--- config.mk ---
export PLATFORM = sky130hd
export DESIGN_NAME = ex_mem_stage_reg_flat
export DESIGN_NICKNAME = d
export VERILOG_FILES = /design/src/rtl/ex_mem_stage_reg_pkg.sv /design/src/rtl/ex_mem_stage_reg_if.sv /design/src/rtl/ex_mem_store_align.sv /design/src/rtl/ex_mem_stage_reg.sv /design/src/flat_wrapper.sv
export SDC_FILE = /design/constraint.sdc
export NUM_CORES = 1
export LEC_CHECK = 0
export CAP_MARGIN = 20
export CORE_ASPECT_RATIO = 0.75
export CORE_MARGIN = 2
export CORE_UTILIZATION = 45
export CTS_BUF_LIST = sky130_fd_sc_hd__clkbuf_2 sky130_fd_sc_hd__clkbuf_4 sky130_fd_sc_hd__clkbuf_8
export DETAILED_ROUTE_END_ITERATION = 8
export PLACE_DENSITY = 0.84
export SYNTH_ARGS = -nofsm -noshare
export SYNTH_HDL_FRONTEND = slang
export SYNTH_HIERARCHICAL = 1
export SYNTH_SLANG_ARGS = --single-unit
--- constraint.sdc ---
create_clock -name clock -period 5.25 [get_ports clock]
set_clock_uncertainty 0.15 [all_clocks]
set_input_delay 0.7875 -clock clock [delete_from_list [all_inputs] [get_ports clock]]
set_output_delay 0.7875 -clock clock [all_outputs]
set_load 0.005 [all_outputs]
--- src/rtl/ex_mem_stage_reg_pkg.sv ---
// EX/MEM stage register shared definitions.
// Carries the shared header defines (R_SIZE, RESETABLE, MSIZE_*, DATA_SIZE),
// the MemSize encoding, the control bundle and the store-alignment helpers.
`ifndef EX_MEM_DEFINES_VH
`define EX_MEM_DEFINES_VH
`define R_SIZE    5
`define RESETABLE (1'b1)
`define MSIZE_B   2'b00
`define MSIZE_H   2'b01
`define MSIZE_W   2'b10
`define DATA_SIZE 32
`endif

package ex_mem_stage_reg_pkg;

  localparam int DATA_SIZE = `DATA_SIZE;
  localparam int R_SIZE    = `R_SIZE;

  // MemSize encoding; 2'b11 is reserved and behaves like a word access.
  typedef enum logic [1:0] {
    MSIZE_BYTE = `MSIZE_B,
    MSIZE_HALF = `MSIZE_H,
    MSIZE_WORD = `MSIZE_W,
    MSIZE_RSVD = 2'b11
  } memSize_e;

  // Per-instruction control bits travelling with the entry.
  typedef struct packed {
    logic regWrite;
    logic memtoReg;
    logic memWrite;
  } ctrl_t;

  // True when the access size does not fit the low address bits.
  function automatic logic isMisaligned(input logic [1:0] memSize, input logic [1:0] addr);
    logic mis;
    case (memSize)
      `MSIZE_B: mis = 1'b0;
      `MSIZE_H: mis = addr[0];
      default:  mis = (addr != 2'b00);
    endcase
    return mis;
  endfunction

  // Byte lanes touched by an aligned access of the given size.
  function automatic logic [3:0] laneMask(input logic [1:0] memSize, input logic [1:0] addr);
    logic [3:0] mask;
    case (memSize)
      `MSIZE_B: mask = 4'b0001 << addr;
      `MSIZE_H: mask = addr[1] ? 4'b1100 : 4'b0011;
      default:  mask = 4'b1111;
    endcase
    return mask;
  endfunction

endpackage

--- src/rtl/ex_mem_stage_reg_if.sv ---
// EX/MEM stage bus: EX-side handshake and payload in, MEM-side entry out.
// master = surrounding pipeline (EX driver, MEM consumer), slave = stage register.
interface ex_mem_stage_reg_if #(
  parameter int DATA_W = 32,
  parameter int REG_W  = 5
);
  logic              FlushM;
  logic              ValidE;
  logic              ReadyE;
  logic              RegWriteE;
  logic              MemtoRegE;
  logic              MemWriteE;
  logic [1:0]        MemSizeE;
  logic [REG_W-1:0]  WriteRegE;
  logic [DATA_W-1:0] ALUOutE;
  logic [DATA_W-1:0] WriteDataE;
  logic [DATA_W-1:0] PCE;

  logic              ValidM;
  logic              ReadyM;
  logic              RegWriteM;
  logic              MemtoRegM;
  logic              MemWriteM;
  logic [REG_W-1:0]  WriteRegM;
  logic [DATA_W-1:0] ALUOutM;
  logic [DATA_W-1:0] WriteDataM;
  logic [3:0]        ByteEnM;
  logic [DATA_W-1:0] PCM;
  logic              AdelM;
  logic              AdesM;
  logic              HazRegWriteM;

  modport master (
    output FlushM, ValidE, RegWriteE, MemtoRegE, MemWriteE, MemSizeE,
           WriteRegE, ALUOutE, WriteDataE, PCE, ReadyM,
    input  ReadyE, ValidM, RegWriteM, MemtoRegM, MemWriteM, WriteRegM,
           ALUOutM, WriteDataM, ByteEnM, PCM, AdelM, AdesM, HazRegWriteM
  );

  modport slave (
    input  FlushM, ValidE, RegWriteE, MemtoRegE, MemWriteE, MemSizeE,
           WriteRegE, ALUOutE, WriteDataE, PCE, ReadyM,
    output ReadyE, ValidM, RegWriteM, MemtoRegM, MemWriteM, WriteRegM,
           ALUOutM, WriteDataM, ByteEnM, PCM, AdelM, AdesM, HazRegWriteM
  );
endinterface

--- src/rtl/ex_mem_store_align.sv ---
// Store alignment: byte strobes, lane-replicated store data and
// load/store address-error flags, computed combinationally from EX values.
module ex_mem_store_align
  import ex_mem_stage_reg_pkg::*;
#(
  parameter int DATA_W = 32
) (
  input  logic [1:0]        MemSize,
  input  logic [1:0]        addr,
  input  logic              MemWrite,
  input  logic              MemtoReg,
  input  logic [DATA_W-1:0] WriteData,
  output logic [3:0]        ByteEn,
  output logic [DATA_W-1:0] AlignData,
  output logic              Adel,
  output logic              Ades
);

  logic misaligned_s;

  // Error flags and strobes; a misaligned or non-store access writes no lanes.
  always_comb begin
    misaligned_s = isMisaligned(MemSize, addr);
    Ades         = MemWrite & misaligned_s;
    Adel         = MemtoReg & misaligned_s;
    if (MemWrite && !misaligned_s) begin
      ByteEn = laneMask(MemSize, addr);
    end else begin
      ByteEn = 4'b0000;
    end
  end

  // Replicate the low bytes across all lanes so any strobe picks correct data.
  always_comb begin
    case (MemSize)
      `MSIZE_B: AlignData = {(DATA_W/8){WriteData[7:0]}};
      `MSIZE_H: AlignData = {(DATA_W/16){WriteData[15:0]}};
      default:  AlignData = WriteData;
    endcase
  end

endmodule

--- src/rtl/ex_mem_stage_reg.sv ---
// EX/MEM pipeline stage register with valid/ready handshake.
// Optional macro EX_MEM_SKID_EN adds a one-entry skid buffer and makes
// ReadyE come straight from a flop; without it ReadyE = ~ValidM | ReadyM.
// FlushM kills every held entry; M outputs hold while MEM stalls.
module ex_mem_stage_reg
  import ex_mem_stage_reg_pkg::*;
#(
  parameter int DATA_W = DATA_SIZE,
  parameter int REG_W  = R_SIZE
) (
  input logic               clock,
  input logic               reset,
  ex_mem_stage_reg_if.slave bus
);

  typedef struct packed {
    ctrl_t             ctrl;
    logic [REG_W-1:0]  writeReg;
    logic [DATA_W-1:0] aluOut;
    logic [DATA_W-1:0] writeData;
    logic [3:0]        byteEn;
    logic [DATA_W-1:0] pc;
    logic              adel;
    logic              ades;
  } entry_t;

  localparam int               ENTRY_W  = $bits(entry_t);
  localparam logic [REG_W-1:0] REG_ZERO = {REG_W{1'b0}};

  logic              readyE_s;
  logic              inXfer_s;
  logic              outXfer_s;
  logic [3:0]        byteEnE_s;
  logic [DATA_W-1:0] alignDataE_s;
  logic              adelE_s;
  logic              adesE_s;
  entry_t            inEntry_s;

  logic              validM_r;
  entry_t            mainEntry_r;

  ex_mem_store_align #(.DATA_W(DATA_W)) u_align (
    .MemSize   (bus.MemSizeE),
    .addr      (bus.ALUOutE[1:0]),
    .MemWrite  (bus.MemWriteE),
    .MemtoReg  (bus.MemtoRegE),
    .WriteData (bus.WriteDataE),
    .ByteEn    (byteEnE_s),
    .AlignData (alignDataE_s),
    .Adel      (adelE_s),
    .Ades      (adesE_s)
  );

  // Assemble the entry captured from EX, including the alignment results.
  always_comb begin
    inEntry_s.ctrl.regWrite = bus.RegWriteE;
    inEntry_s.ctrl.memtoReg = bus.MemtoRegE;
    inEntry_s.ctrl.memWrite = bus.MemWriteE;
    inEntry_s.writeReg      = bus.WriteRegE;
    inEntry_s.aluOut        = bus.ALUOutE;
    inEntry_s.writeData     = alignDataE_s;
    inEntry_s.byteEn        = byteEnE_s;
    inEntry_s.pc            = bus.PCE;
    inEntry_s.adel          = adelE_s;
    inEntry_s.ades          = adesE_s;
  end

  assign inXfer_s  = bus.ValidE & readyE_s;
  assign outXfer_s = validM_r & bus.ReadyM;

`ifdef EX_MEM_SKID_EN
  logic   skidValid_r;
  entry_t skidEntry_r;

  // Accepting only while the skid is empty keeps ReadyE free of ReadyM.
  assign readyE_s = ~skidValid_r;

  // Main/skid sequencing: drain skid first to preserve order, park input in skid on stall.
  always_ff @(posedge clock or posedge reset) begin
    if (reset) begin
      validM_r    <= 1'b0;
      skidValid_r <= 1'b0;
      mainEntry_r <= {ENTRY_W{1'b0}};
      skidEntry_r <= {ENTRY_W{1'b0}};
    end else if (bus.FlushM) begin
      validM_r    <= 1'b0;
      skidValid_r <= 1'b0;
    end else if (!validM_r || bus.ReadyM) begin
      if (skidValid_r) begin
        mainEntry_r <= skidEntry_r;
        validM_r    <= 1'b1;
        skidValid_r <= 1'b0;
      end else if (inXfer_s) begin
        mainEntry_r <= inEntry_s;
        validM_r    <= 1'b1;
      end else begin
        validM_r    <= 1'b0;
      end
    end else if (inXfer_s) begin
      skidEntry_r <= inEntry_s;
      skidValid_r <= 1'b1;
    end else begin
      skidValid_r <= skidValid_r;
    end
  end
`else
  // Accept whenever the main register is empty or being consumed this cycle.
  assign readyE_s = ~validM_r | bus.ReadyM;

  // Single-register sequencing: load on input transfer, empty on drain without refill.
  always_ff @(posedge clock or posedge reset) begin
    if (reset) begin
      validM_r    <= 1'b0;
      mainEntry_r <= {ENTRY_W{1'b0}};
    end else if (bus.FlushM) begin
      validM_r    <= 1'b0;
    end else if (inXfer_s) begin
      mainEntry_r <= inEntry_s;
      validM_r    <= 1'b1;
    end else if (outXfer_s) begin
      validM_r    <= 1'b0;
    end else begin
      validM_r    <= validM_r;
    end
  end
`endif

  assign bus.ReadyE       = readyE_s;
  assign bus.ValidM       = validM_r;
  assign bus.RegWriteM    = mainEntry_r.ctrl.regWrite;
  assign bus.MemtoRegM    = mainEntry_r.ctrl.memtoReg;
  assign bus.MemWriteM    = mainEntry_r.ctrl.memWrite;
  assign bus.WriteRegM    = mainEntry_r.writeReg;
  assign bus.ALUOutM      = mainEntry_r.aluOut;
  assign bus.WriteDataM   = mainEntry_r.writeData;
  assign bus.ByteEnM      = mainEntry_r.byteEn;
  assign bus.PCM          = mainEntry_r.pc;
  assign bus.AdelM        = mainEntry_r.adel;
  assign bus.AdesM        = mainEntry_r.ades;
  // Gated by ValidM so the forwarding unit never sees a bubble or $zero write.
  assign bus.HazRegWriteM = validM_r & mainEntry_r.ctrl.regWrite & (mainEntry_r.writeReg != REG_ZERO);

endmodule
--- src/flat_wrapper.sv ---
// flat-port wrapper written by rule: the top's interface ports become plain ports
module ex_mem_stage_reg_flat import ex_mem_stage_reg_pkg::*;
#(
  parameter int DATA_W = DATA_SIZE,
  parameter int REG_W  = R_SIZE
)
  (clock, reset, bus_FlushM, bus_ValidE, bus_RegWriteE, bus_MemtoRegE, bus_MemWriteE, bus_MemSizeE, bus_WriteRegE, bus_ALUOutE, bus_WriteDataE, bus_PCE, bus_ReadyM, bus_ReadyE, bus_ValidM, bus_RegWriteM, bus_MemtoRegM, bus_MemWriteM, bus_WriteRegM, bus_ALUOutM, bus_WriteDataM, bus_ByteEnM, bus_PCM, bus_AdelM, bus_AdesM, bus_HazRegWriteM);
  ex_mem_stage_reg_if #(.DATA_W(DATA_W), .REG_W(REG_W)) bus_i ();
  input logic clock;
  input logic reset;
  input wire logic [$bits(bus_i.FlushM)-1:0] bus_FlushM;
  input wire logic [$bits(bus_i.ValidE)-1:0] bus_ValidE;
  input wire logic [$bits(bus_i.RegWriteE)-1:0] bus_RegWriteE;
  input wire logic [$bits(bus_i.MemtoRegE)-1:0] bus_MemtoRegE;
  input wire logic [$bits(bus_i.MemWriteE)-1:0] bus_MemWriteE;
  input wire logic [$bits(bus_i.MemSizeE)-1:0] bus_MemSizeE;
  input wire logic [$bits(bus_i.WriteRegE)-1:0] bus_WriteRegE;
  input wire logic [$bits(bus_i.ALUOutE)-1:0] bus_ALUOutE;
  input wire logic [$bits(bus_i.WriteDataE)-1:0] bus_WriteDataE;
  input wire logic [$bits(bus_i.PCE)-1:0] bus_PCE;
  input wire logic [$bits(bus_i.ReadyM)-1:0] bus_ReadyM;
  output wire logic [$bits(bus_i.ReadyE)-1:0] bus_ReadyE;
  output wire logic [$bits(bus_i.ValidM)-1:0] bus_ValidM;
  output wire logic [$bits(bus_i.RegWriteM)-1:0] bus_RegWriteM;
  output wire logic [$bits(bus_i.MemtoRegM)-1:0] bus_MemtoRegM;
  output wire logic [$bits(bus_i.MemWriteM)-1:0] bus_MemWriteM;
  output wire logic [$bits(bus_i.WriteRegM)-1:0] bus_WriteRegM;
  output wire logic [$bits(bus_i.ALUOutM)-1:0] bus_ALUOutM;
  output wire logic [$bits(bus_i.WriteDataM)-1:0] bus_WriteDataM;
  output wire logic [$bits(bus_i.ByteEnM)-1:0] bus_ByteEnM;
  output wire logic [$bits(bus_i.PCM)-1:0] bus_PCM;
  output wire logic [$bits(bus_i.AdelM)-1:0] bus_AdelM;
  output wire logic [$bits(bus_i.AdesM)-1:0] bus_AdesM;
  output wire logic [$bits(bus_i.HazRegWriteM)-1:0] bus_HazRegWriteM;
  assign bus_i.FlushM = bus_FlushM;
  assign bus_i.ValidE = bus_ValidE;
  assign bus_i.RegWriteE = bus_RegWriteE;
  assign bus_i.MemtoRegE = bus_MemtoRegE;
  assign bus_i.MemWriteE = bus_MemWriteE;
  assign bus_i.MemSizeE = bus_MemSizeE;
  assign bus_i.WriteRegE = bus_WriteRegE;
  assign bus_i.ALUOutE = bus_ALUOutE;
  assign bus_i.WriteDataE = bus_WriteDataE;
  assign bus_i.PCE = bus_PCE;
  assign bus_i.ReadyM = bus_ReadyM;
  assign bus_ReadyE = bus_i.ReadyE;
  assign bus_ValidM = bus_i.ValidM;
  assign bus_RegWriteM = bus_i.RegWriteM;
  assign bus_MemtoRegM = bus_i.MemtoRegM;
  assign bus_MemWriteM = bus_i.MemWriteM;
  assign bus_WriteRegM = bus_i.WriteRegM;
  assign bus_ALUOutM = bus_i.ALUOutM;
  assign bus_WriteDataM = bus_i.WriteDataM;
  assign bus_ByteEnM = bus_i.ByteEnM;
  assign bus_PCM = bus_i.PCM;
  assign bus_AdelM = bus_i.AdelM;
  assign bus_AdesM = bus_i.AdesM;
  assign bus_HazRegWriteM = bus_i.HazRegWriteM;
  ex_mem_stage_reg #(.DATA_W(DATA_W), .REG_W(REG_W)) u_core (.clock(clock), .reset(reset), .bus(bus_i));
endmodule
==> impl_metrics.yaml <==
job:
  cap_violations: 0
synth:
  synth.top_cell.area_share: 0.531
  synth_area_leader_cell: "dfrtp_1"
  ys.flop_type: "dfrtp_1"
  syn_area_um2: 5240
  netlist_top_cells_area: "dfrtp_1 (53%), mux2_4 (29%), mux2_2 (5.6%)"
  ys_seq_area_frac: 0.531
  synth_nets: 420
  netlist_instances: 309
  yosys_warnings: 6
  synth_edf_count: 0
  synth.distinct_cells: 25
  ys_async_sr_fraction: 1.00
  avgSynthCellArea_um2: 16.9
  synth-seq-cells: 111
global_routing:
  grt_pass1_wl_um: 19100
  antenna_found_initial: 0
  grt-ovfl-total: 0
  grt_max_degree: 71
  grt_pass1_vias: 3582
  gr-usage-all-layers: 0.192
setup_path:
  cp_data_arrival_time_ns: 1.95
  start_kind: "flip-flop"
  r2r_cells: 4
  worst_path_max_delay_cell: "clkdlybuf4s50_1"
  path_buf_inv: 1
  r2r_slack_ns: 2.80
  crit_path_start: "u_core/bus.WriteRegM[1]"
  crit_end: "bus_HazRegWriteM"
  crit_cells: 3
  crit_chain: "or3_1 > o311a_1 > clkdlybuf4s50_1"
  reg2reg_to: "u_core/bus.ByteEnM[0]"
  cp_max_fo: 3
  timing.rr.start: "u_core/bus.ValidM"
  worstPathRequired_ns: 4.31
  cp_top_family: "buffers and inverters"
  crit_path_max_incr_delay_ns: 0.45
  cp-end-kind: "output pin"
  path_class: "flip-flop to output pin"
worst_hold_path:
  hold_class: "flip-flop to flip-flop"
route:
  drc: 0
  wl_met3_um: 1050
  routed_wl_um: 11900
  avgRoutedWirePerCell_um: 17.7
  wl_met1_um: 5210
  postRouteAntennaNets: 0
  met2_length_um: 5500
  avgViaCountPerCell: 4.87
  dr.pass1.iters: 4
  routed.top_layer: "met4"
  drt-initial-drc-count: 92
  vias: 3281
sta:
  tightest_slew_ns: 1.06
  period_share: 0.550
  report.final.hold_viol_count: 0
  setup_violations: 0
  slew_headroom: 0.293
  fmaxAchievable_mhz: 347
  totalNegativeSetupSlack_ns: 0
  slew_viol_final: 0
  fin_ws_ns: 2.36
  holdWs_ns: 0.369
  min_period_ns: 2.89
  rsz0062_at_grt: "no"
pwr:
  p_leak_nw: 3.30
  peakVddDrop_mv: 0.140
  powerDensity_nw_per_um2: 311
  power_mw: 2.36
place:
  dpl.hpwl_um: 8620
  postPlaceCellArea_um2: 7390
  io_buffers: 223
  place.gp.congestion: 0.826
  post-place-ws_ns: 1.95
  dp_cells: 658
floorplanning:
  io-pin-count: 224
  coreArea_um2: 11500
  die_w_um: 129
  dieArea_um2: 12500
  start_util: 0.456
  die_h_um: 97.4
  row_count: 34
cts:
  ctsResizeCount: 0
  hold_buffers: 0
  cts_tree: "yes"
  clockBufferDepth: 2
  cts_setup_buffers: 0
  cts_root_buffer: "clkbuf_8"
  clk_pin_slew_worst_paths_ns: 0.10
  h-tree-depth: 3
  clock_latency_ns: 0.36
  clock_sinks: 111
  numCtsBuffers: 9
status:
  status: "completed"
final_layout:
  synthToLayoutAreaGrowth_pct: 45.2
  layout-drive-gt1-share: 0.292
  layout_commonest_cell: "clkdlybuf4s50_1"
  n_antenna_cell: 0
  fin_area_um2: 7600
  final_cells: 674
  fill_cells: 822
  layout_common_cells: "clkdlybuf4s50_1 (223), dfrtp_1 (111), mux2_4 (100), mux2_2 (26)"
  final_nets: 636
  utilization: 0.662
-- power by group --
group | switching, mW | total (mW) | leakage (nW) | internal, mW
clock network | 0.290 | 0.526 | 0.103 | 0.237
registers | 0.0905 | 1.09 | 1.32 | 1.00
logic | 0.204 | 0.742 | 1.88 | 0.538
total | 0.584 | 2.36 | 3.30 | 1.78
-- cells in the mapped netlist (2+ instances only) --
master and count:
dfrtp_1 111, mux2_4 100, mux2_2 26, buf_12 11, buf_4 10, nand2_1 10
o21ai_0 10, mux2i_1 8, buf_6 3, a21boi_0 2, inv_1 2, nor2_1 2
xnor2_1 2
-- kinds of logic (layout without fill, tap and decap cells) --
group / after synthesis / after routing / synth area share
xor gates and xnor gates: 2 / 2 / 0.00335
AOI/OAI and AO/OA: 14 / 14 / 0.0160
and+or+nand+nor: 21 / 21 / 0.0268
buffers and inverters: 27 / 248 / 0.0652
muxes: 134 / 134 / 0.358
DFF: 111 / 111 / 0.531
-- worst min path at each step --
stage | from | endpoint | slack [ns] | cells after the start
3_5_place_dp | u_core/bus.PCM[14] | u_core/bus.PCM[14] | 0.34 | 1
4_1_cts | u_core/bus.ALUOutM[3] | u_core/bus.ALUOutM[3] | 0.37 | 1
3_3_place_gp | u_core/bus.PCM[28] | u_core/bus.PCM[28] | 0.34 | 1
2_1_floorplan | u_core/bus.ByteEnM[0] | u_core/bus.ByteEnM[0] | 0.36 | 1
5_1_grt | u_core/bus.ALUOutM[3] | u_core/bus.ALUOutM[3] | 0.38 | 1
6_report | u_core/bus.PCM[7] | u_core/bus.PCM[7] | 0.37 | 1
-- per-layer routing --
metal	vias up	global-route usage
met5	-	0
met4	0	0.0510
met3	16	0.0732
met2	136	0.302
met1	1624	0.252
li1	1505	-
-- final cells by class --
| class | count | area [um^2] | share of cell area |
|---|---|---|---|
| tap | 144 | 180 | 0.0237 |
| timing repair buffer | 230 | 2310 | 0.304 |
| sequential | 111 | 2780 | 0.365 |
| multi-input combinational | 171 | 2120 | 0.278 |
| inverter | 2 | 10.0 | 0.00132 |
| clock buffer | 10 | 138 | 0.0181 |
| clock inverter | 6 | 68.8 | 0.00905 |
-- registers in the layout (all words and copies together), names as in the netlist --
signal,flops
u_core/bus.ALUOutM,32
u_core/bus.PCM,32
u_core/bus.WriteDataM,32
u_core/bus.WriteRegM,5
u_core/bus.ByteEnM,4
u_core/bus.AdelM,1
u_core/bus.AdesM,1
u_core/bus.MemWriteM,1
u_core/bus.MemtoRegM,1
u_core/bus.RegWriteM,1
u_core/bus.ValidM,1
Note: power is estimated with default switching activity, not from simulation.
